`src/rtl/relay_pkg.sv`:
```
// ---------------------------------------------------------------------------
// relay_pkg
// Shared types and defaults for the G-15 relay power sequencer.
//   relay_seq_state_t     : sequencer FSM states
//   RELAY_*_MS_DEF        : default timing constants, in 1 ms ticks
//   relay_cnt_width()     : width of a saturating tick counter that must
//                           hold the largest of three tick limits
// ---------------------------------------------------------------------------
package relay_pkg;

  typedef enum logic [2:0] {
    IDLE_DN,
    UP_WAIT,
    UP_SETTLE,
    READY,
    DN_WAIT,
    DN_SETTLE,
    FAULT
  } relay_seq_state_t;

  localparam int RELAY_TIMEOUT_MS_DEF  = 20;
  localparam int RELAY_SETTLE_MS_DEF   = 5;
  localparam int RELAY_DEBOUNCE_MS_DEF = 2;

  // Never returns less than 1 so a counter vector is always legal.
  function automatic int relay_cnt_width(input int a, input int b, input int c);
    int m;
    int w;
    m = a;
    if (b > m) m = b;
    if (c > m) m = c;
    w = $clog2(m + 1);
    if (w < 1) w = 1;
    return w;
  endfunction

endpackage

```
`src/rtl/relay_seq_if.sv`:
```
// ---------------------------------------------------------------------------
// relay_seq_if
// Control-panel / relay-bank bundle for relay_seq.
//   tick_ms, start, stop, fault_clr : control-panel and timer inputs
//   pulled[N_RELAYS]                : contact status from the relays
//   pick[N_RELAYS]                  : pick drive to the relays
//   busy, ready, fault, step        : sequencer status
// Modports:
//   master : the panel / relay side (drives requests and contact status)
//   slave  : the sequencer side
// ---------------------------------------------------------------------------
interface relay_seq_if #(
  parameter int N_RELAYS = 4
) ();

  localparam int STEP_W = $clog2(N_RELAYS) + 1;

  logic                tick_ms;
  logic                start;
  logic                stop;
  logic                fault_clr;
  logic [N_RELAYS-1:0] pulled;
  logic [N_RELAYS-1:0] pick;
  logic                busy;
  logic                ready;
  logic                fault;
  logic [STEP_W-1:0]   step;

  modport master (
    output tick_ms, start, stop, fault_clr, pulled,
    input  pick, busy, ready, fault, step
  );

  modport slave (
    input  tick_ms, start, stop, fault_clr, pulled,
    output pick, busy, ready, fault, step
  );

endinterface

```
`src/rtl/relay_debounce.sv`:
```
// ---------------------------------------------------------------------------
// relay_debounce
// Synchronises one relay contact bit into the clk domain and filters it:
// the output q only follows the synchronised input after that input has
// differed from q for DEBOUNCE_MS consecutive tick_ms pulses.
//   clk, rst : clock, asynchronous active-high reset (q resets to 0)
//   tick_ms  : 1 ms tick
//   d        : raw contact bit
//   q        : synchronised, debounced contact bit
// ---------------------------------------------------------------------------
module relay_debounce
  import relay_pkg::*;
#(
  parameter int DEBOUNCE_MS = RELAY_DEBOUNCE_MS_DEF
) (
  input  logic clk,
  input  logic rst,
  input  logic tick_ms,
  input  logic d,
  output logic q
);

  localparam int CNT_W = relay_cnt_width(DEBOUNCE_MS, 1, 1);
  localparam logic [CNT_W:0] DEB_LIM = (CNT_W + 1)'(DEBOUNCE_MS);

  logic             meta_q;
  logic             sync_q;
  logic [CNT_W-1:0] cnt_q;
  logic [CNT_W:0]   cnt_plus;

  assign cnt_plus = {1'b0, cnt_q} + (CNT_W + 1)'(1);

  // Any return to the current filtered value restarts the stability count,
  // so a glitch shorter than DEBOUNCE_MS ticks never reaches q.
  always_ff @(posedge clk or posedge rst) begin
    if (rst) begin
      meta_q <= 1'b0;
      sync_q <= 1'b0;
      cnt_q  <= '0;
      q      <= 1'b0;
    end else begin
      meta_q <= d;
      sync_q <= meta_q;
      if (sync_q == q) begin
        cnt_q <= '0;
      end else if (tick_ms) begin
        if (cnt_plus >= DEB_LIM) begin
          q     <= sync_q;
          cnt_q <= '0;
        end else begin
          cnt_q <= cnt_plus[CNT_W-1:0];
        end
      end
    end
  end

endmodule

```
`src/rtl/relay_seq.sv`:
```
// ---------------------------------------------------------------------------
// relay_seq
// Power-up / power-down sequencer for a bank of G-15 relays. Relays are
// picked in ascending order on start and dropped in descending order on
// stop; each transition must be confirmed on pulled within TIMEOUT_MS
// ticks and is followed by SETTLE_MS ticks before the next step. Timeouts
// and unexpected drops while READY latch a fault that forces all picks off
// until fault_clr.
// Ports:
//   clk  : system clock
//   rst  : asynchronous active-high reset
//   bus  : relay_seq_if.slave (tick_ms, start, stop, fault_clr, pulled in;
//          pick, busy, ready, fault, step out; all outputs registered)
// Build option:
//   RELAY_SEQ_DEBOUNCE_EN : when defined, each pulled bit passes through a
//          2-flop synchroniser and a DEBOUNCE_MS-tick debouncer before use;
//          otherwise pulled is used raw (already synchronous to clk).
// ---------------------------------------------------------------------------
module relay_seq
  import relay_pkg::*;
#(
  parameter int N_RELAYS    = 4,
  parameter int TIMEOUT_MS  = RELAY_TIMEOUT_MS_DEF,
  parameter int SETTLE_MS   = RELAY_SETTLE_MS_DEF,
  parameter int DEBOUNCE_MS = RELAY_DEBOUNCE_MS_DEF
) (
  input logic         clk,
  input logic         rst,
  relay_seq_if.slave  bus
);

  localparam int STEP_W = $clog2(N_RELAYS) + 1;
  localparam int CNT_W  = relay_cnt_width(TIMEOUT_MS, SETTLE_MS, DEBOUNCE_MS);

  localparam logic [CNT_W:0]        TIMEOUT_LIM = (CNT_W + 1)'(TIMEOUT_MS);
  localparam logic [CNT_W:0]        SETTLE_LIM  = (CNT_W + 1)'(SETTLE_MS);
  localparam logic [STEP_W-1:0]     LAST_STEP   = STEP_W'(N_RELAYS - 1);
  localparam logic [N_RELAYS-1:0]   LAST_MASK   = N_RELAYS'(1) << (N_RELAYS - 1);

  relay_seq_state_t    state_q, state_d;
  logic [N_RELAYS-1:0] pick_q, pick_d;
  logic [STEP_W-1:0]   step_q, step_d;
  logic [CNT_W-1:0]    cnt_q, cnt_d;
  logic                busy_q, busy_d;
  logic                ready_q, ready_d;
  logic                fault_q, fault_d;

  logic [N_RELAYS-1:0] pulled_f;
  logic [N_RELAYS-1:0] cur_mask;
  logic                cur_pulled;
  logic [CNT_W:0]      cnt_plus;
  logic [CNT_W-1:0]    cnt_sat;
  logic                timeout_hit;
  logic                settle_hit;

`ifdef RELAY_SEQ_DEBOUNCE_EN
  for (genvar i = 0; i < N_RELAYS; i++) begin : g_deb
    relay_debounce #(
      .DEBOUNCE_MS (DEBOUNCE_MS)
    ) u_deb (
      .clk     (clk),
      .rst     (rst),
      .tick_ms (bus.tick_ms),
      .d       (bus.pulled[i]),
      .q       (pulled_f[i])
    );
  end
`else
  assign pulled_f = bus.pulled;
`endif

  // One-hot mask of the relay being handled; avoids indexing pulled with a
  // step value that is one bit wider than the relay index.
  assign cur_mask   = N_RELAYS'(1) << step_q;
  assign cur_pulled = |(pulled_f & cur_mask);

  // The tick that would take the count to the limit is the one that fires,
  // so a limit of L means the L-th tick seen in the state.
  assign cnt_plus    = {1'b0, cnt_q} + (CNT_W + 1)'(1);
  assign cnt_sat     = (&cnt_q) ? cnt_q : cnt_q + CNT_W'(1);
  assign timeout_hit = (cnt_plus >= TIMEOUT_LIM);
  assign settle_hit  = (cnt_plus >= SETTLE_LIM);

  always_ff @(posedge clk or posedge rst) begin
    if (rst) begin
      state_q <= IDLE_DN;
      pick_q  <= '0;
      step_q  <= '0;
      cnt_q   <= '0;
      busy_q  <= 1'b0;
      ready_q <= 1'b0;
      fault_q <= 1'b0;
    end else begin
      state_q <= state_d;
      pick_q  <= pick_d;
      step_q  <= step_d;
      cnt_q   <= cnt_d;
      busy_q  <= busy_d;
      ready_q <= ready_d;
      fault_q <= fault_d;
    end
  end

  // Next-state logic. Status flags are derived from the next state so they
  // are registered alongside it and never lag the pick drive.
  always_comb begin
    state_d = state_q;
    pick_d  = pick_q;
    step_d  = step_q;
    cnt_d   = cnt_q;

    unique case (state_q)
      IDLE_DN: begin
        if (bus.start && !bus.stop && !fault_q) begin
          pick_d  = N_RELAYS'(1);
          step_d  = '0;
          cnt_d   = '0;
          state_d = UP_WAIT;
        end
      end

      UP_WAIT: begin
        if (bus.stop) begin
          // Abort: release the relay in flight and unwind from here.
          pick_d  = pick_q & ~cur_mask;
          cnt_d   = '0;
          state_d = DN_WAIT;
        end else if (cur_pulled) begin
          cnt_d   = '0;
          state_d = UP_SETTLE;
        end else if (bus.tick_ms) begin
          if (timeout_hit) begin
            pick_d  = '0;
            state_d = FAULT;
          end else begin
            cnt_d = cnt_sat;
          end
        end
      end

      UP_SETTLE: begin
        if (bus.stop) begin
          pick_d  = pick_q & ~cur_mask;
          cnt_d   = '0;
          state_d = DN_WAIT;
        end else if (bus.tick_ms) begin
          if (settle_hit) begin
            cnt_d = '0;
            if (step_q == LAST_STEP) begin
              state_d = READY;
            end else begin
              step_d  = step_q + STEP_W'(1);
              pick_d  = pick_q | (cur_mask << 1);
              state_d = UP_WAIT;
            end
          end else begin
            cnt_d = cnt_sat;
          end
        end
      end

      READY: begin
        if (!(&pulled_f)) begin
          pick_d  = '0;
          state_d = FAULT;
        end else if (bus.stop) begin
          step_d  = LAST_STEP;
          pick_d  = pick_q & ~LAST_MASK;
          cnt_d   = '0;
          state_d = DN_WAIT;
        end
      end

      DN_WAIT: begin
        if (!cur_pulled) begin
          cnt_d   = '0;
          state_d = DN_SETTLE;
        end else if (bus.tick_ms) begin
          if (timeout_hit) begin
            pick_d  = '0;
            state_d = FAULT;
          end else begin
            cnt_d = cnt_sat;
          end
        end
      end

      DN_SETTLE: begin
        if (bus.tick_ms) begin
          if (settle_hit) begin
            cnt_d = '0;
            if (step_q == '0) begin
              state_d = IDLE_DN;
            end else begin
              step_d  = step_q - STEP_W'(1);
              pick_d  = pick_q & ~(cur_mask >> 1);
              state_d = DN_WAIT;
            end
          end else begin
            cnt_d = cnt_sat;
          end
        end
      end

      FAULT: begin
        pick_d = '0;
        if (bus.fault_clr) begin
          step_d  = '0;
          cnt_d   = '0;
          state_d = IDLE_DN;
        end
      end

      default: begin
        pick_d  = '0;
        step_d  = '0;
        cnt_d   = '0;
        state_d = IDLE_DN;
      end
    endcase

    busy_d  = (state_d == UP_WAIT) || (state_d == UP_SETTLE) ||
              (state_d == DN_WAIT) || (state_d == DN_SETTLE);
    ready_d = (state_d == READY);
    fault_d = (state_d == FAULT);
  end

  assign bus.pick  = pick_q;
  assign bus.step  = step_q;
  assign bus.busy  = busy_q;
  assign bus.ready = ready_q;
  assign bus.fault = fault_q;

endmodule

```
`src/flat_wrapper.sv`:
```
// flat-port wrapper written by rule: the top's interface ports become plain ports
module relay_seq_flat import relay_pkg::*;
#(
  parameter int N_RELAYS    = 4,
  parameter int TIMEOUT_MS  = RELAY_TIMEOUT_MS_DEF,
  parameter int SETTLE_MS   = RELAY_SETTLE_MS_DEF,
  parameter int DEBOUNCE_MS = RELAY_DEBOUNCE_MS_DEF
)
  (clk, rst, bus_tick_ms, bus_start, bus_stop, bus_fault_clr, bus_pulled, bus_pick, bus_busy, bus_ready, bus_fault, bus_step);
  relay_seq_if #(.N_RELAYS(N_RELAYS)) bus_i ();
  input logic clk;
  input logic rst;
  input wire logic [$bits(bus_i.tick_ms)-1:0] bus_tick_ms;
  input wire logic [$bits(bus_i.start)-1:0] bus_start;
  input wire logic [$bits(bus_i.stop)-1:0] bus_stop;
  input wire logic [$bits(bus_i.fault_clr)-1:0] bus_fault_clr;
  input wire logic [$bits(bus_i.pulled)-1:0] bus_pulled;
  output wire logic [$bits(bus_i.pick)-1:0] bus_pick;
  output wire logic [$bits(bus_i.busy)-1:0] bus_busy;
  output wire logic [$bits(bus_i.ready)-1:0] bus_ready;
  output wire logic [$bits(bus_i.fault)-1:0] bus_fault;
  output wire logic [$bits(bus_i.step)-1:0] bus_step;
  assign bus_i.tick_ms = bus_tick_ms;
  assign bus_i.start = bus_start;
  assign bus_i.stop = bus_stop;
  assign bus_i.fault_clr = bus_fault_clr;
  assign bus_i.pulled = bus_pulled;
  assign bus_pick = bus_i.pick;
  assign bus_busy = bus_i.busy;
  assign bus_ready = bus_i.ready;
  assign bus_fault = bus_i.fault;
  assign bus_step = bus_i.step;
  relay_seq #(.N_RELAYS(N_RELAYS), .TIMEOUT_MS(TIMEOUT_MS), .SETTLE_MS(SETTLE_MS), .DEBOUNCE_MS(DEBOUNCE_MS)) u_core (.clk(clk), .rst(rst), .bus(bus_i));
endmodule
```
`config.mk`:
```
export PLATFORM = sky130hd
export DESIGN_NAME = relay_seq_flat
export DESIGN_NICKNAME = d
export VERILOG_FILES = /design/src/rtl/relay_pkg.sv /design/src/rtl/relay_seq_if.sv /design/src/rtl/relay_debounce.sv /design/src/rtl/relay_seq.sv /design/src/flat_wrapper.sv
export SDC_FILE = /design/constraint.sdc
export NUM_CORES = 1
export LEC_CHECK = 0
export CAP_MARGIN = 20
export CELL_PAD_IN_SITES_DETAIL_PLACEMENT = 1
export CELL_PAD_IN_SITES_GLOBAL_PLACEMENT = 1
export CORE_MARGIN = 2
export CORE_UTILIZATION = 44
export DETAILED_ROUTE_END_ITERATION = 8
export HOLD_SLACK_MARGIN = 0.12
export MAX_ROUTING_LAYER = met4
export PLACE_DENSITY = 0.85
export SLEW_MARGIN = 20
export SYNTH_ARGS = -nofsm -noshare
export SYNTH_HDL_FRONTEND = slang
export SYNTH_HIERARCHICAL = 1
export SYNTH_SLANG_ARGS = --single-unit
```
`constraint.sdc`:
```
create_clock -name clk -period 3.77 [get_ports clk]
set_clock_uncertainty 0.1 [all_clocks]
set_input_delay 0.754 -clock clk [delete_from_list [all_inputs] [get_ports clk]]
set_output_delay 0.754 -clock clk [all_outputs]
set_load 0.1 [all_outputs]
```
# Yosys cells after proc, flatten, opt, wreduce, memory -nomap -nowiden
# Cells that the tools add are included.
# classes
n_div	0
muxes	59
n_addsub	4
n_reduce_logical	17
shift	1
n_lt_le_gt_ge	2
multipliers	0
bitwise_logic	7
n_eq_ne	31
# ops
cell	count
2-to-1 mux 3 bit	26
2-to-1 mux 5 bit	13
2-to-1 mux 4 bit	15
case mux 5 bit (7 select lines)	1
case mux 4 bit (6 select lines)	1
case mux 3 bit (7 select lines)	1
AND reduction 10 bit	2
== test 3 bit (second input constant)	6
case mux 3 bit (6 select lines)	1
!= test 2 bit (second input constant)	8
== test 3 x 2 -> 1 bit (second input constant)	5
AND 4 bit	3
!= test 3 bit (second input constant)	4
AND reduction 12 bit	1
!= test 2 x 1 -> 1 bit (second input constant)	5
AND reduction 4 bit	2
adder 5 x 1 -> 6 bit (second input constant)	1
== test 3 x 1 -> 1 bit (second input constant)	2
greater-or-equal comparator 6 x 3 -> 1 bit (second input constant)	1
greater-or-equal comparator 6 x 5 -> 1 bit (second input constant)	1
logical NOT 3 bit	2
adder 5 x 1 -> 5 bit (second input constant)	1
AND reduction 5 bit	1
inverter 3 -> 4 bit	1
other kinds (13)	17
# totals
out_inout_bits	10
mem_bits_rw	0
n_memories	0
rom_bits	0
in_bits	10
latchBits	0
reg_bits	18

# Longest topological paths before layout
# Gate-level depths: netlist of the first run.
# logic_depth
ltp_word	11
mapped_depth	10
depth_no_buf	10

# Worst setup path after synthesis of the first run
# OpenSTA, ideal clock, no wires.
# synth_timing
path_kind	reg2reg
start	register u_core.step_q[0], in the netlist u_core/bus.step[0]
end	register u_core.pick_q[2], in the netlist u_core/bus.pick[2]
slack_ns	1.072
stages_incl_launch_ff	9
synth_period_minus_slack_ns	2.698
required_time_ns	3.536
t_arrival_ns	2.464
setup_ns	0.134
cell_sequence	dfrtp_1 > buf_2 > mux2i_1 > o22ai_1 > nor2_1 > a21oi_1 > nand4_1 > o31ai_1 > o41ai_1
# synth_via
elab_chain_cells	7
word_cells_on_any_way	24
cone_classes	eq/ne: 5; shift: 1; mux: 9; bitwise: 6; reduce/logical: 3
# synth_rtl
item	line	rtl
from (decl)	relay_seq.sv:42	logic [STEP_W-1:0] step_q, step_d;
from (signal assigned)	relay_seq.sv:96	step_q <= step_d;
<< shifter 1 x 3 -> 4 bit	relay_seq.sv:74	assign cur_mask = N_RELAYS'(1) << step_q;
bitwise OR 4 bit or inverter 3 -> 4 bit (tied branches)	relay_seq.sv:153, relay_seq.sv:196	
2-to-1 mux 4 bit or AND 4 bit (tied branches)	relay_seq.sv:149, relay_seq.sv:196	
2-to-1 mux 4 bit (on tied branches)	relay_seq.sv:147, relay_seq.sv:192	
2-to-1 mux 4 bit (on tied branches)	relay_seq.sv:146, relay_seq.sv:190	
2-to-1 mux 4 bit (on tied branches)	relay_seq.sv:142, relay_seq.sv:189	
case mux 4 bit (6 select lines)	relay_seq.sv:112	unique case (state_q)
to (signal assigned)	relay_seq.sv:95	pick_q <= pick_d;
to (decl)	relay_seq.sv:41	logic [N_RELAYS-1:0] pick_q, pick_d;
# Several ways; a longest one is shown, not always the timed one. The select of a mux whose other input is x is not followed.
# A chain may end at the register's enable or synchronous reset.

# Final worst setup path of the first run
# layout_timing
start	input bus_stop
end	register u_core.cnt_q[3]
# layout_via
elab_chain_cells	5
word_cells_on_any_way	9
cone_classes	eq/ne: 2; mux: 3; reduce/logical: 4
# layout_rtl
item	line	rtl
from (decl)	flat_wrapper.sv:15	input wire logic [$bits(bus_i.stop)-1:0] bus_stop;
logical NOT 1 bit	relay_seq.sv:114	if (bus.start && !bus.stop && !fault_q) begin
logical AND 1 bit (2 in a row)	relay_seq.sv:114	
!= test 2 x 1 -> 1 bit (no line)	--	
AND reduction 4 bit (no line)	--	
to (signal assigned)	relay_seq.sv:97	cnt_q <= cnt_d;
to (decl)	relay_seq.sv:43	logic [CNT_W-1:0] cnt_q, cnt_d;
# Several ways; a longest one is shown, not always the timed one.

==> metrics.md, run 1 <==
| Metric | Value |
|---|---|
| Cells on worst reg2reg path | `10` |
| Sequential fraction of design power | `0.245` |
| Critical-path cell list | `clkdlybuf4s50_1 > nor4b_1 > nor2_1 > nor2_1 > nor3_1 > a21oi_1 > o21ai_0 > o41ai_1` |
| Row count | `22` |
| Via count | `1657` |
| Port bufs | `19` |
| Crit start category | `input port` |
| Share of cells above drive strength 1 | `0.0938` |
| Hold buffers post-CTS | `0` |
| VDD IR-drop max | `~0.5 mV` |
| Worst min path class | `flop to flop` |
| Kind of critical path | `input port to flop` |
| Synthesis Warnings | `6` |
| Top cell by count, worst path | `nor2_1` |
| CP required | `3.81 ns` |
| Crit path time final | `~3 ns` |
| Pins Over Slew Limit | `0` |
| Clock transition at the registers of the reported paths | `roughly 0.080 ns` |
| Register area | `about 450 sq um` |
| Largest net degree at the start of global routing | `24` |
| Switch share | `0.557` |
| Fill count | `roughly 480` |
| Hold depth | `2` |
| Antenna cells | `0` |
| Clock Tree Root | `clkbuf_8` |
| Htree depth | `1` |
| First-pass GRT wire length | `about 8300 um` |
| DRC Markers | `0` |
| Initial DRC count | `roughly 110` |
| Worst Tran Pin Value | `~0.98 ns` |
| Syn avg cell area | `7.87 sq um` |
| RSZ-0062 raised after global routing | `no` |
| Global route total overflow | `0` |
| Hold Fails Final Rpt | `0` |
| Drt total wl | `4860 um` |
| Register area share after synthesis | `0.274` |
| Routability congestion estimate | `approximately 0.93` |
| Slew HR | `0.345` |
| CP max stage cell | `nor4b_1` |
| CTS Buffer Depth | `2` |
| Number of storage elements in the synthesis netlist | `18` |
| Run status | `complete, no violations` |
| Post-synth EDFFs | `0` |
| Net Sw Power | `approximately 810 uW` |
| Synth Instances | `around 210` |
| Top_reg_cell synth | `dfrtp_1` |
| Post-route setup TNS | `0 ns` |
| Sinks on Clock Net | `18` |
| DRT Pass-1 Iters | `4` |
| Initial antenna violation count | `0` |
| Max_cap viols | `0` |
| Worst path depth | `8` |
| Post-route ant nets | `0` |
| Worst Path Arrival | `~3.0 ns` |
| Core Area | `around 3600 sq um` |
| Placed Area | `approximately 1900 sq um` |
| Most frequent cells in the layout | `nor2_1 (25), nand2_1 (20), clkdlybuf4s50_1 (18), dfrtp_1 (18), a21oi_1 (16)` |
| F_max | `~340 MHz` |
| Post-route design area | `between 1500 and 2000 sq um` |
| I/O pins | `20` |
| CP max FO | `9` |
| Vias in the first global route | `about 1700` |
| Commonest non-fill, non-tap cell in the layout | `nor2_1` |
| Nets | `240` |
| CTS tree | `yes` |
| Drt via density | `a little over 6` |
| Delay-heaviest family, CP | `simple AND/OR/NAND/NOR gates` |
| CP max stage delay | `approximately 0.63 ns` |
| Worst Path Buf+Inv | `1` |
| Chip height | `~65 um` |
| Sum of net half-perimeters after detailed placement | `roughly 3700 um` |
| Post-CTS setup repair buffer count | `0` |
| Fin crit share | `0.786` |
| Final setup violation count | `0` |
| Post-Route Hold Slack | `between 0.4 and 0.5 ns` |
| Gr usage total | `0.260` |
| Routed wire length per instance | `around 18 um` |
| Total Power | `between 1000 and 1500 uW` |
| Cell area after synthesis | `1640 sq um` |
| Combinational Power Share | `0.640` |
| Clock insertion delay at the later pin of the skew report | `0.26 ns` |
| Internal power | `643 uW` |
| Static leakage | `just over 0.0008 uW` |
| Async S/R FF share, synth | `1.00` |
| Synth cell types | `between 60 and 70` |
| Syn Nets | `between 200 and 250` |
| DIE AREA | `approximately 4200 sq um` |
| Cts bufs inserted | `3` |
| Part of the power in the clock network | `0.114` |
| Multi-input combinational cell area | `around 1100 sq um` |
| Crit. End Element | `flop` |
| Post-CTS resize count | `0` |
| P per Cell Area | `around 760 nW/um^2` |
| Syn-to-layout area delta | `16.6%` |
| Initial Utilization | `0.452` |
| Die Span X | `roughly 65 um` |
## state kept, by name, indices dropped and copies added (netlist names)
| register | count |
|---|---|
| u_core/bus.fault | 1 |
| u_core/cnt_q | 5 |
| u_core/state_q | 3 |
| u_core/bus.busy | 1 |
| u_core/bus.step | 3 |
| u_core/bus.ready | 1 |
| u_core/bus.pick | 4 |
## worst reg2reg max path: cells and delay by family (launching register included)
family	cells	cell delay, ns
simple gates	4	0.85
compound gates	4	0.81
fa+ha+maj	2	0.61
flops	1	0.45
## kinds of logic (layout without fill, tap and decap cells)
logic type	count (synthesis)	after routing	synth area share
buffers and inverters	25	40	0.0594
AND/OR/NAND/NOR	84	84	0.263
AO/OA/AOI/OAI	72	72	0.331
XOR/XNOR	1	1	0.00533
adder cells (fa/ha/maj)	5	5	0.0426
flip-flops	18	18	0.274
multiplexers	4	4	0.0244
## path summary, 6_finish.rpt
check	start	end	slack [ns]
setup reg to reg	u_core/cnt_q[0]	u_core/bus.step[0]	0.83
max in group asynchronous	rst	u_core/state_q[2]	2.32
setup / recovery	bus_stop	u_core/cnt_q[3]	0.81
hold / removal	u_core/bus.pick[0]	u_core/bus.pick[0]	0.41
min in group asynchronous	rst	u_core/cnt_q[0]	0.81
hold reg to reg	u_core/bus.pick[0]	u_core/bus.pick[0]	0.41
## cells in the mapped netlist, types with 3 or more instances
cell type  number  share of area
clkbuf_1        5          0.011
inv_1          15          0.034
or3_1           3          0.011
a31oi_1         4          0.015
buf_2           3         0.0091
nand2_1        20          0.046
ha_1            4          0.030
o21ai_0        12          0.037
o22ai_1         3          0.011
nand2b_1        4          0.015
nor2_1         25          0.057
o21ai_1         4          0.012
mux2i_1         4          0.024
and3_1          3          0.011
dfrtp_1        18           0.27
a21boi_0        3          0.014
o41ai_1         4          0.021
nand3b_1        3          0.014
nand3_1         4          0.012
a21o_1          3          0.014
a21oi_1        16          0.049
## cell type report
cell class                      count  share of cell area
Inverter                           16              0.0313
Sequential cell                    18               0.235
Timing Repair Buffer               20               0.102
Multi-Input combinational cell    166               0.572
Tap cell                           48              0.0313
Clock buffer                        4              0.0287
## stage by stage
step,std cells,worst slack [ns],util
after floorplan,209,1.07,-
after detailed placement,268,0.550,0.512
after global routing,272,0.675,0.528
after CTS,272,0.829,0.528
final,272,0.806,0.528
after global placement,268,0.659,0.512
## metal layers
layer / share of wire / track usage / vias up
met3: 0.046 / 0.0274 / 7
met1: 0.44 / 0.354 / 816
met2: 0.50 / 0.410 / 41
met4: 0.012 / 0.0859 / 0
met5: 0 / - / -
li1: - / - / 793
## power by group through the flow
stage	Sequential, uW	Combinational, uW	Clock (uW)
5_1_grt	373	1010	177
6_report	356	928	166
3_5_place_dp	359	920	0
3_3_place_gp	353	884	0
4_1_cts	355	927	171
2_1_floorplan	490	565	0
Note: power is estimated with default switching activity, not from simulation.
==> inputs of run 2 (changes only) <==
CORE_UTILIZATION = 37   (was 44)
PLACE_DENSITY = 0.77   (was 0.85)
clock period = 2.65 ns   (was 3.77 ns; I/O delays follow)
==> run 2 against run 1 <==
  * Total power increased by 53%
  * Largest power group unchanged
  * Critical path depth increased by 2
  * Clock-buffer cell count unchanged
  * Largest cell class unchanged
  * First-iteration DRC count decreased by 3.6%
==> metrics.md, run 2 (synthesis gave the netlist of run 1 again) <==
| Metric | Value |
|---|---|
| Post-route ant nets | `0 (unchanged)` |
| Top cell by count, worst path | `ha_1` |
| CP max FO | `4 (-5)` |
| DRT Pass-1 Iters | `4 (unchanged)` |
| Number of flip-flops under the largest register name | `5 (unchanged)` |
| Worst Path Buf+Inv | `0 (-1)` |
| Post-CTS setup repair buffer count | `0 (unchanged)` |
| Post-route setup TNS | `0 ns (unchanged)` |
| CTS Buffer Depth | `2 (unchanged)` |
| Max_cap viols | `0 (unchanged)` |
| Die Span X | `70.7 um (+8.5%)` |
| WL met2 | `2510 um (+3.0%)` |
| Most frequent cells in the layout | `buf_4 (36), nor2_1 (25), nand2_1 (20)` |
| I/O pins | `20 (unchanged)` |
| Crit start category | `flop` |
| Combinational Power Share | `0.677 (+0.037)` |
| Run status | `complete, no violations` |
| Drt via density | `5.83 (-4.3%)` |
| Initial DRC count | `108 (-3.6%)` |
| Part of the power in the clock network | `0.113 (about the same)` |
| Post-CTS resize count | `0 (unchanged)` |
| Crit path time final | `between 2 and 2.5 ns` |
| Net Sw Power | `1190 uW (+47%)` |
| Biggest register | `u_core/cnt_q` |
| Hold Fails Final Rpt | `0 (unchanged)` |
| CP max stage delay | `0.39 ns (-0.24 ns)` |
| Fin crit share | `0.931` |
| Final design utilization | `0.483 (-0.0446)` |
| Reg2reg start | `u_core/cnt_q[0]` |
| Sinks on Clock Net | `18 (unchanged)` |
| Crit. End Element | `flop` |
| Static leakage | `0.000967 uW (+16%)` |
| CTS tree | `yes` |
| Cells on worst reg2reg path | `10 (unchanged)` |
| Worst Tran Pin Value | `0.752 ns (-0.228 ns)` |
| Via count | `1754 (+5.9%)` |
| Row count | `24 (+9.1%)` |
| DIE AREA | `4990 sq um (+18%)` |
| Antenna cells | `0 (unchanged)` |
| Drt total wl | `5190 um (+6.8%)` |
| Nets | `265 (+10%)` |
| Htree depth | `1 (unchanged)` |
| P per Cell Area | `1060 nW/um^2 (+41%)` |
| Port bufs | `19 (unchanged)` |
| Slew HR | `0.498 (+0.153)` |
| Largest net degree at the start of global routing | `19 (-21%)` |
| Worst min path class | `flop to flop` |
| Initial antenna violation count | `0 (unchanged)` |
| Syn-to-layout area delta | `27.0%` |
| CP max stage cell | `dfrtp_1` |
| Min-delay src | `u_core/bus.pick[0]` |
| Cts bufs inserted | `3 (unchanged)` |
| Chip height | `70.7 um (+8.5%)` |
| VDD IR-drop max | `0.771 mV (+54%)` |
| Sum of net half-perimeters after detailed placement | `4010 um (+7.4%)` |
| Commonest non-fill, non-tap cell in the layout | `buf_4` |
| Vias in the first global route | `1785 (+4.3%)` |
| First-pass GRT wire length | `8880 um (+6.4%)` |
| M1 WL | `2380 um (+11%)` |
| Switch share | `0.533 (-0.0235)` |
| R2R Path End | `u_core/bus.step[0]` |
| RSZ-0062 raised after global routing | `no` |
| Sequential fraction of design power | `0.210 (-0.035)` |
| Initial Utilization | `0.380 (-0.0723)` |
| Final setup violation count | `0 (unchanged)` |
| Met3 WL | `219 um (-1.4%)` |
| Delay-heaviest family, CP | `simple AND/OR/NAND/NOR gates` |
| Gr usage total | `0.227 (-0.0327)` |
| Core Area | `4320 sq um (+19%)` |
| Global route total overflow | `0 (unchanged)` |
| Clock Tree Root | `clkbuf_8` |
| Routability congestion estimate | `0.939 (+1.3%)` |
| Pins Over Slew Limit | `0 (unchanged)` |
| Hold buffers post-CTS | `0 (unchanged)` |
| Worst min-delay path endpoint | `u_core/bus.pick[0]` |
| Highest routed layer | `met4` |
| Internal power | `1040 uW (+61%)` |
| Clock transition at the registers of the reported paths | `0.09 ns (about the same)` |
| Internal reg-to-reg setup slack | `0.18 ns (-0.65 ns)` |
| Kind of critical path | `flop to flop` |
| Hold depth | `2 (unchanged)` |
| Share of cells above drive strength 1 | `0.225 (+0.131)` |
| CP required | `2.70 ns (-1.11 ns)` |
| Clock insertion delay at the later pin of the skew report | `0.27 ns (about the same)` |
| Worst Path Arrival | `2.52 ns (-0.48 ns)` |
| Critical-path cell list | `ha_1 > and2_4 > nand2_4 > ha_1 > a21oi_1 > o211ai_2 > a21oi_2 > a211oi_4 > and3_1 > or3_1` |
| F_max | `just over 400 MHz` |
| Routed wire length per instance | `17.2 um (-3.5%)` |
| DRC Markers | `0 (unchanged)` |
run 2: cell count changes in the layout (fill, tap and decap cells not counted):
cell,previous run,this run
dfrtp_1,18,17
dfrtp_2,0,1
buf_4,2,36
clkdlybuf4s50_1,18,9
run 2: how the worst max path moves through the flow:
stage	cells after the start	startpoint	end	slack, ns
after floorplan	7	u_core/bus.step[1]	u_core/bus.pick[2]	0.07
after global placement	8	bus_pulled[3]	u_core/bus.step[0]	-0.03
after detailed placement	8	bus_pulled[1]	u_core/bus.step[0]	-0.05
after CTS	10	u_core/cnt_q[0]	u_core/bus.step[0]	0.16
after global routing	11	u_core/cnt_q[0]	u_core/cnt_q[3]	0.02
final	10	u_core/cnt_q[0]	u_core/bus.step[0]	0.18
run 2: metal layers:
metal | vias up | track usage
li1 | 846 | -
met3 | 6 | 0.0171
met2 | 42 | 0.375
met4 | 0 | 0.0650
met1 | 860 | 0.302
met5 | - | -
run 2: metrics by stage:
| step | hold WS (ns) | cell area, sq um | power [uW] | setup slack, ns | cells |
|---|---|---|---|---|---|
| 3_3_place_gp | 0.372 | 2030 | 1940 | -0.0289 | 297 |
| 5_1_grt | 0.435 | 2090 | 2390 | 0.0226 | 301 |
| 4_1_cts | 0.414 | 2090 | 2230 | 0.157 | 301 |
| 2_1_floorplan | 0.369 | 1650 | 1500 | 0.0659 | 209 |
| 3_5_place_dp | 0.393 | 2030 | 1970 | -0.0483 | 297 |
| 6_report | 0.408 | 2090 | 2220 | 0.182 | 301 |
run 2: tightest hold or removal path, cell delays in order (launching register included):
cell and delay [ns]:
dfrtp_1 0.36, o21ai_1 0.07, o41ai_1 0.05
run 2: final cells by class:
class	instances	area [sq um]
well taps	52	65.1
inverters	16	60.1
repair buffers	45	360
clock buffers	4	55.1
flip-flops and latches	18	452
fillers	551	2240
multi-input cells	166	1100
run 2: power by group through the flow:
stage,clock network [uW],registers [uW],logic (uW)
global placement,0,471,1470
CTS,254,468,1510
finish,251,466,1510
floorplan,0,699,803
detailed placement,0,474,1500
global route,265,486,1640
==> inputs of run 3 (changes only) <==
MAX_ROUTING_LAYER = unset   (was met4)
==> run 3 against run 2 <==
  * Register-to-register slack about the same
  * Global-route usage down 0.73 points
  * Setup slack better by 0.0038 ns
  * First-iteration DRC count up 1.9%
  * Via count down 0.74%
  * Combinational power about the same
  * Wire length up 0.83%
  * Total power up 0.14%
  * Critical path type unchanged
  * Highest routed layer unchanged
==> metrics.md, run 3 (synthesis gave the netlist of run 1 again) <==
| Metric | Value |
|---|---|
| Run status | `complete, no violations` |
| Crit start category | `flop` |
| Nets | `265 (unchanged)` |
| Kind of critical path | `flop to flop` |
| Post-CTS setup repair buffer count | `0 (unchanged)` |
| Chip height | `70.7 um (unchanged)` |
| Fin crit share | `0.930 (-0.00142)` |
| Row count | `24 (unchanged)` |
| Sinks on Clock Net | `18 (unchanged)` |
| Routability congestion estimate | `0.923 (-1.7%)` |
| Max_cap viols | `0 (unchanged)` |
| Slew HR | `0.498 (about the same)` |
| Worst Path Arrival | `2.52 ns (about the same)` |
| Fill count | `551 (unchanged)` |
| Total Power | `2230 uW (+0.14%)` |
| Number of flip-flops under the largest register name | `5 (unchanged)` |
| VDD IR-drop max | `0.771 mV (about the same)` |
| Crit path time final | `2.46 ns (-0.00376 ns)` |
| Post-Place Setup Slack | `-0.0483 ns (unchanged)` |
| RSZ-0062 raised after global routing | `no` |
| Initial DRC count | `110 (+1.9%)` |
| Hold Fails Final Rpt | `0 (unchanged)` |
| Drt total wl | `5230 um (+0.83%)` |
| Clock Tree Root | `clkbuf_8` |
| Die Span X | `70.7 um (unchanged)` |
| Crit. End Element | `flop` |
| Largest net degree at the start of global routing | `19 (unchanged)` |
| DRC Markers | `0 (unchanged)` |
| DRT Pass-1 Iters | `4 (unchanged)` |
| Final setup violation count | `0 (unchanged)` |
| I/O pins | `20 (unchanged)` |
| DIE AREA | `4990 sq um (unchanged)` |
| Finished Layout Cells | `301 (unchanged)` |
| CTS Buffer Depth | `2 (unchanged)` |
| Placed Area | `2030 sq um (unchanged)` |
| Register area | `452 sq um (unchanged)` |
| Clock insertion delay at the later pin of the skew report | `0.27 ns (about the same)` |
| Worst Path Buf+Inv | `0 (unchanged)` |
| Hold buffers post-CTS | `0 (unchanged)` |
| Post-route design area | `2090 sq um (unchanged)` |
| Initial antenna violation count | `0 (unchanged)` |
| Placed Cells | `297 (unchanged)` |
| Most frequent cells in the layout | `buf_4 (36), nor2_1 (25), nand2_1 (20)` |
| Sum of net half-perimeters after detailed placement | `4010 um (unchanged)` |
| Gr usage total | `0.220 (-0.00730)` |
| Share of cells above drive strength 1 | `0.225 (unchanged)` |
| Antenna cells | `0 (unchanged)` |
| Initial Utilization | `0.380 (unchanged)` |
| Via count | `1741 (-0.74%)` |
| Critical-path cell list | `ha_1 > and2_4 > nand2_4 > ha_1 > a21oi_1 > o211ai_2 > a21oi_2 > a211oi_4 > and3_1 > or3_1` |
| Pins Over Slew Limit | `0 (unchanged)` |
| Drt via density | `5.78 (-0.74%)` |
| Static leakage | `0.000967 uW (unchanged)` |
| Routed wire length per instance | `17.4 um (+0.83%)` |
| Post-route setup TNS | `0 ns (unchanged)` |
| Vias in the first global route | `1788 (+0.17%)` |
| CTS tree | `yes` |
| Delay-heaviest family, CP | `simple AND/OR/NAND/NOR gates` |
| Core Area | `4320 sq um (unchanged)` |
| Cts bufs inserted | `3 (unchanged)` |
| Multi-input combinational cell area | `1100 sq um (unchanged)` |
| CP max stage delay | `0.39 ns (about the same)` |
| Worst setup margin | `0.186 ns (+0.00376 ns)` |
| CP max FO | `4 (unchanged)` |
| Syn-to-layout area delta | `27.0% (unchanged)` |
| Post-CTS resize count | `0 (unchanged)` |
| Commonest non-fill, non-tap cell in the layout | `buf_4` |
| Global route total overflow | `0 (unchanged)` |
| P per Cell Area | `1070 nW/um^2 (+0.14%)` |
| First-pass GRT wire length | `8850 um (-0.32%)` |
| Biggest register | `u_core/cnt_q` |
| Worst min path class | `flop to flop` |
| Htree depth | `1 (unchanged)` |
| Port bufs | `19 (unchanged)` |
| Top cell by count, worst path | `ha_1` |
| Post-route ant nets | `0 (unchanged)` |
| Worst Tran Pin Value | `0.752 ns (+0.000399 ns)` |
| CP max stage cell | `dfrtp_1` |
| CP required | `2.71 ns (about the same)` |
| F_max | `406 MHz (+0.15%)` |
| Clock transition at the registers of the reported paths | `0.09 ns (about the same)` |
[run 3: cell counts in the layout (fill, tap and decap cells not counted)]
Identical to the previous run, type by type.
[run 3: area by class of cell]
| cell class | instances | share of cell area |
|---|---|---|
| Sequential cell | 18 | 0.216 |
| Tap cell | 52 | 0.0312 |
| Timing Repair Buffer | 45 | 0.173 |
| Inverter | 16 | 0.0288 |
| Multi-Input combinational cell | 166 | 0.525 |
| Clock buffer | 4 | 0.0264 |
[run 3: path summary, 6_finish.rpt]
kind	from	endpoint	slack [ns]	depth (start not counted)
setup / recovery	u_core/cnt_q[0]	u_core/bus.step[0]	0.19	10
hold / removal	u_core/bus.pick[0]	u_core/bus.pick[0]	0.41	2
setup reg to reg	u_core/cnt_q[0]	u_core/bus.step[0]	0.19	10
hold reg to reg	u_core/bus.pick[0]	u_core/bus.pick[0]	0.41	2
max in group asynchronous	rst	u_core/bus.step[0]	1.35	2
min in group asynchronous	rst	u_core/cnt_q[4]	0.58	2
[run 3: power breakdown]
part / switching, uW / total [uW] / internal (uW)
Combinational: 947 / 1510 / 559
Clock: 120 / 252 / 133
Sequential: 122 / 467 / 345
[run 3: tightest hold or removal path: stages (launching register included)]
cell and delay (ns):
dfrtp_1 0.36, o21ai_1 0.07, o41ai_1 0.05
[run 3: stage by stage]
stage,hold WS [ns],utilization
after global placement,0.372,0.470
final,0.408,0.483
after detailed placement,0.393,0.470
after global routing,0.435,0.483
after CTS,0.414,0.483
after floorplan,0.369,-
[run 3: metal layers]
metal / part of all wire / track usage
met2: 0.48 / 0.375
met3: 0.024 / 0.0171
met1: 0.48 / 0.300
met5: 0 / 0
met4: 0.016 / 0.0650
